===== src/rtl/awg_pkg.sv =====
// Shared constants for the AWG UART command path: framing bytes, opcodes,
// error codes and the command parser state encoding.
package awg_pkg;

   localparam logic [7:0] SYNC_BYTE     = 8'hA5;
   localparam logic [7:0] OP_REG_WR     = 8'h01;
   localparam logic [7:0] OP_WAVE_BURST = 8'h02;

   localparam logic [1:0] ERR_NONE    = 2'd0;
   localparam logic [1:0] ERR_BAD_OP  = 2'd1;
   localparam logic [1:0] ERR_BAD_CHK = 2'd2;
   localparam logic [1:0] ERR_TIMEOUT = 2'd3;

   typedef logic [2:0] state_t;

   localparam state_t ST_IDLE  = 3'd0;
   localparam state_t ST_OP    = 3'd1;
   localparam state_t ST_ADDR0 = 3'd2;
   localparam state_t ST_ADDR1 = 3'd3;
   localparam state_t ST_CNT   = 3'd4;
   localparam state_t ST_DH    = 3'd5;
   localparam state_t ST_DL    = 3'd6;
   localparam state_t ST_CHK   = 3'd7;

endpackage


===== src/rtl/uart_gap_timer.sv =====
// Inter-byte gap timer: down-counter reloaded on every received byte,
// expire is high while running and the count has reached terminal zero.
module uart_gap_timer #(
   parameter logic [31:0] TIMEOUT_CYCLES = 32'd1041600
) (
   input  logic clk,
   input  logic rst_n,
   input  logic clear,
   input  logic run,
   output logic expire
);

   logic [31:0] remaining;

   // Reload to N-1 so expiry lines up with the N-th clock after the last byte.
   always_ff @(posedge clk or negedge rst_n) begin
      if (!rst_n) begin
         remaining <= '0;
      end else if (clear) begin
         remaining <= TIMEOUT_CYCLES - 32'd1;
      end else if (run && (remaining != '0)) begin
         remaining <= remaining - 32'd1;
      end
   end

   assign expire = run && (remaining == '0);

endmodule


===== src/rtl/uart_cmd_ctrl.sv =====
// Framed UART command parser: drives the register-file and waveform-RAM
// write ports, validates the XOR checksum and aborts stalled frames.
//
//  state    | meaning
//  ---------+-----------------------------------------------
//  IDLE     | hunting for SYNC, other bytes dropped
//  OP       | expecting opcode
//  ADDR0    | burst: expecting address high byte
//  ADDR1    | expecting address low byte (reg addr or burst AL)
//  CNT      | burst: expecting sample count (0 = 256)
//  DH       | expecting data high byte
//  DL       | expecting data low byte; bursts write here
//  CHK      | expecting checksum
module uart_cmd_ctrl
   import awg_pkg::*;
#(
   parameter int unsigned WAVE_AW        = 10,
   parameter logic [31:0] TIMEOUT_CYCLES = 32'd1041600
) (
   input  logic               clk,
   input  logic               rst_n,
   input  logic [7:0]         rx_data,
   input  logic               rx_valid,
   output logic               reg_we,
   output logic [7:0]         reg_addr,
   output logic [15:0]        reg_wdata,
   output logic               wave_we,
   output logic [WAVE_AW-1:0] wave_addr,
   output logic [15:0]        wave_wdata,
   output logic               busy,
   output logic               cmd_done,
   output logic               cmd_err,
   output logic [1:0]         err_code
);

   state_t             state;
   logic               is_burst;
   logic [7:0]         chk_acc;
   logic [7:0]         addr_hi;
   logic [7:0]         addr_lo;
   logic [7:0]         data_hi;
   logic [7:0]         data_lo;
   logic [8:0]         samples_left;
   logic [WAVE_AW-1:0] wave_ptr;
   logic               timeout;

   assign busy = (state != ST_IDLE);

   uart_gap_timer #(
      .TIMEOUT_CYCLES(TIMEOUT_CYCLES)
   ) u_gap_timer (
      .clk   (clk),
      .rst_n (rst_n),
      .clear (rx_valid),
      .run   (busy),
      .expire(timeout)
   );

   always_ff @(posedge clk or negedge rst_n) begin
      if (!rst_n) begin
         state        <= ST_IDLE;
         is_burst     <= 1'b0;
         chk_acc      <= '0;
         addr_hi      <= '0;
         addr_lo      <= '0;
         data_hi      <= '0;
         data_lo      <= '0;
         samples_left <= '0;
         wave_ptr     <= '0;
         reg_we       <= 1'b0;
         reg_addr     <= '0;
         reg_wdata    <= '0;
         wave_we      <= 1'b0;
         wave_addr    <= '0;
         wave_wdata   <= '0;
         cmd_done     <= 1'b0;
         cmd_err      <= 1'b0;
         err_code     <= ERR_NONE;
      end else begin
         reg_we   <= 1'b0;
         wave_we  <= 1'b0;
         cmd_done <= 1'b0;
         cmd_err  <= 1'b0;
         // A byte arriving on the expiry cycle takes priority over the timeout.
         if (rx_valid) begin
            case (state)
               ST_IDLE: begin
                  if (rx_data == SYNC_BYTE) begin
                     state   <= ST_OP;
                     chk_acc <= '0;
                  end
               end
               ST_OP: begin
                  chk_acc <= rx_data;
                  if (rx_data == OP_REG_WR) begin
                     is_burst <= 1'b0;
                     state    <= ST_ADDR1;
                  end else if (rx_data == OP_WAVE_BURST) begin
                     is_burst <= 1'b1;
                     state    <= ST_ADDR0;
                  end else begin
                     state    <= ST_IDLE;
                     cmd_err  <= 1'b1;
                     err_code <= ERR_BAD_OP;
                  end
               end
               ST_ADDR0: begin
                  chk_acc <= chk_acc ^ rx_data;
                  addr_hi <= rx_data;
                  state   <= ST_ADDR1;
               end
               ST_ADDR1: begin
                  chk_acc  <= chk_acc ^ rx_data;
                  addr_lo  <= rx_data;
                  wave_ptr <= WAVE_AW'({addr_hi, rx_data});
                  state    <= is_burst ? ST_CNT : ST_DH;
               end
               ST_CNT: begin
                  chk_acc      <= chk_acc ^ rx_data;
                  samples_left <= (rx_data == 8'd0) ? 9'd256 : {1'b0, rx_data};
                  state        <= ST_DH;
               end
               ST_DH: begin
                  chk_acc <= chk_acc ^ rx_data;
                  data_hi <= rx_data;
                  state   <= ST_DL;
               end
               ST_DL: begin
                  chk_acc <= chk_acc ^ rx_data;
                  data_lo <= rx_data;
                  state   <= ST_CHK;
                  if (is_burst) begin
                     wave_we      <= 1'b1;
                     wave_addr    <= wave_ptr;
                     wave_wdata   <= {data_hi, rx_data};
                     wave_ptr     <= wave_ptr + 1'b1;
                     samples_left <= samples_left - 9'd1;
                     if (samples_left != 9'd1) begin
                        state <= ST_DH;
                     end
                  end
               end
               ST_CHK: begin
                  state <= ST_IDLE;
                  if (rx_data == chk_acc) begin
                     cmd_done <= 1'b1;
                     if (!is_burst) begin
                        reg_we    <= 1'b1;
                        reg_addr  <= addr_lo;
                        reg_wdata <= {data_hi, data_lo};
                     end
                  end else begin
                     cmd_err  <= 1'b1;
                     err_code <= ERR_BAD_CHK;
                  end
               end
               default: state <= ST_IDLE;
            endcase
         end else if (timeout) begin
            state    <= ST_IDLE;
            cmd_err  <= 1'b1;
            err_code <= ERR_TIMEOUT;
         end
      end
   end

endmodule


===== config.mk =====
export PLATFORM = sky130hd
export DESIGN_NAME = uart_cmd_ctrl
export DESIGN_NICKNAME = d
export VERILOG_FILES = /design/src/rtl/awg_pkg.sv /design/src/rtl/uart_gap_timer.sv /design/src/rtl/uart_cmd_ctrl.sv
export SDC_FILE = /design/constraint.sdc
export NUM_CORES = 1
export LEC_CHECK = 0
export CAP_MARGIN = 10
export CELL_PAD_IN_SITES_DETAIL_PLACEMENT = 0
export CELL_PAD_IN_SITES_GLOBAL_PLACEMENT = 2
export CORE_ASPECT_RATIO = 0.75
export CORE_MARGIN = 4
export CORE_UTILIZATION = 33
export CTS_CLUSTER_DIAMETER = 150
export CTS_CLUSTER_SIZE = 10
export DETAILED_ROUTE_END_ITERATION = 8
export HOLD_SLACK_MARGIN = 0.05
export PLACE_DENSITY_LB_ADDON = 0.1
export SLEW_MARGIN = 20
export SYNTH_ARGS = -nofsm -noshare
export SYNTH_HDL_FRONTEND = slang
export SYNTH_SLANG_ARGS = --single-unit
export TNS_END_PERCENT = 100

===== constraint.sdc =====
create_clock -name clk -period 2.5 [get_ports clk]
set_input_delay 0.375 -clock clk [delete_from_list [all_inputs] [get_ports clk]]
set_output_delay 0.375 -clock clk [all_outputs]
set_load 0.02 [all_outputs]

==> results.ini <==
[placed_design]
routabilityCongestion=0.7645
dpl_worst_slack_ps=-334.9
port_buffers=67
placed_area_sq_um=8346
dpl.hpwl_mm=13.28

[synth]
synth.net_count=720
synthDistinctLibCells=62
yosysWarningCount=0
ys.flop_type=dfrtp_1
ys_ff_latch=145
synth-edff-count=0
yosysSeqAreaShare_pct=51.18
synthArstFlopShare_pct=100.0
syn-cell-area_sq_um=7089
avgSynthCellArea_sq_um=10.06
synth_cells=705

[worst_setup_path]
cp_slowest_cell=or4_1
critPathMaxStageDelay_ps=600
path_depth=7
worstPathMaxFanout=25
r2r_cells=6
cp.required_ps=2800
timing.rr.end=reg_wdata[15]$_DFFE_PN0P_
worstPathArrival_ps=2710
r2r-start=chk_acc[1]$_DFFE_PN0P_
critical_path.startpoint=rx_data[1]
start_kind=input pin
cp_cell_sequence=clkdlybuf4s50_1 > and2_2 > o22ai_1 > or4_1 > nor4_4 > buf_12 > mux2_2
critPathCapture=reg_wdata[15]$_DFFE_PN0P_
critPathBufInv=2
critical_path.top_delay_family=simple AND/OR/NAND/NOR gates
path_class=in2reg
r2r_slack_ps=120
cp-end-kind=register

[cts]
hold_buffers=1
cts_buffers=17
htree_levels=4
post_cts_buffers=0
cts.sinks=145
clockBufferDepth=2
worstSkewPairLatency_ps=430
cts_tree=yes
cts_resized=0
clk_pin_slew_ps=70
root_buffer=clkbuf_16

[final_layout]
utilization_pct=42.45
area_growth_syn_to_layout_pct=26.49
final_area_sq_um=8967
drive_gt1_share_pct=18.70
final_cell_mix=dfrtp_1 (145), nand2_1 (108), clkdlybuf4s50_1 (66)
seq_area_sq_um=3628
nNetsFinal=815
final_common_cell=dfrtp_1
multi_input_area_sq_um=3178
nFillCells=2046
antenna_cells=0

[global_route]
grt_pass1_wl_mm=30.75
grt_pass1_vias=5482
grt_antenna_before_repair=1
grt_overflow=0
grt_usage_pct=16.48
grt_max_degree=56
grt_busiest_layer=met2
grt_use_met3_pct=3.946
globalRouteMet2Util_pct=24.89
met1_usage_pct=23.88

[worst_hold_path]
hp-class=in2async

[routing]
vias=5747
drtPass1Iterations=7
routedWlPerCell_um=17.50
routed_wl_mm=19.26
vias_per_cell=5.220
drcViolationCount=0
ant_nets=0
drt_iter0_drc=319

[floorplan]
fp.dieH_um=134.9
die_w_um=177.2
dieArea_sq_um=23920
row_count=46
core_area_sq_um=21120
pin_count=68
initial_core_util_pct=33.56

[outcome]
status=complete, no violations

[pwr]
p_total_mw=5.899
peakVddDrop_v=0.0003705
power_density_nw_per_um2=657.9
p_leak_nw=3.974

[sta]
max_clock_freq_mhz=415.6
tightestPinTransition_ps=571.3
fin_crit_sh_pct=96.25
layout_setup_ws_ps=93.77
rsz0062_at_grt=no
relSlewSlack_pct=61.56
min_period_ps=2406
maxSlewViolCount=0
skew_ps=12.50
setup_violations=0
hold_viol=0

[job]
drv_cap=0

where the power goes:
group | switching (mW) | internal (mW)
registers | 0.0917 | 2.44
clock network | 1.12 | 1.54
logic | 0.427 | 0.284
total | 1.64 | 4.26
routing by layer:
metal  vias up  wire (um)
li1       2743          -
met1      2863       9668
met2       131       8675
met3        10        770
met4         0        150
met5         -          0
state kept, by name (all words and copies together) (netlist names), 9 cells and up:
signal	cells
u_gap_timer.remaining	32
reg_wdata	16
wave_wdata	16
wave_addr	10
wave_ptr	10
samples_left	9
kinds of logic after synthesis:
family	after synthesis	synth area share [%]
flip-flops	145	51.18
buffers and inverters	64	3.989
AND/OR/NAND/NOR	260	18.43
AO/OA/AOI/OAI	163	14.21
adder cells (fa/ha/maj)	4	0.7060
XOR/XNOR	13	1.606
multiplexers	56	9.883
per-stage QoR:
stage               hold WS, ps  TNS [ps]  std cells
global placement          353.2     -5714       1068
floorplan                 79.41         0        705
detailed placement        359.1     -6997       1068
CTS                       471.1         0       1101
global route              474.7         0       1101
finish                    465.1         0       1101
Yosys cell counts (all sizes together) (3+ instances only):
cell type  instances  area [sq um]
a22o               4         35.03
nand2b             3         18.77
nand3             17         85.08
mux2              55         690.7
a21o               3         22.52
nor3              17         85.08
nand4              3         18.77
nor2              36         135.1
and3              10         62.56
xnor2              8         70.07
o21ai             30         150.1
or4               12         97.59
inv               18         67.56
dfrtp            145          3628
buf               12         67.56
nand2            108         405.4
o22ai             18         112.6
ha                 4         50.05
a31oi             15         93.84
nor4              12         102.6
nor2b              9         56.30
xor2               5         43.79
clkbuf            33         143.9
o31ai             11         87.58
a21oi             55         275.3
and4               4         35.03
or3               14         87.58
and2               5         33.78
nand4b             4         35.03
how the worst min path moves through the flow:
stage,from,to,slack [ps],depth (start not counted)
2_1_floorplan,rst_n,addr_hi[0]$_DFFE_PN0P_,80,0
3_3_place_gp,rst_n,wave_wdata[2]$_DFFE_PN0P_,350,1
3_5_place_dp,rst_n,wave_we$_DFF_PN0_,360,1
4_1_cts,rst_n,wave_we$_DFF_PN0_,470,2
5_1_grt,rst_n,wave_we$_DFF_PN0_,470,2
6_report,rst_n,wave_we$_DFF_PN0_,470,2
cell type report:
cell class	instances	area share, %
Sequential cell	145	40.46
Multi-Input combinational cell	496	35.44
Timing Repair Buffer	121	12.46
Clock buffer	18	4.897
Tap cell	288	4.018
Clock inverter	14	1.925
Inverter	19	0.7953
(Power assumes the default switching activity.)
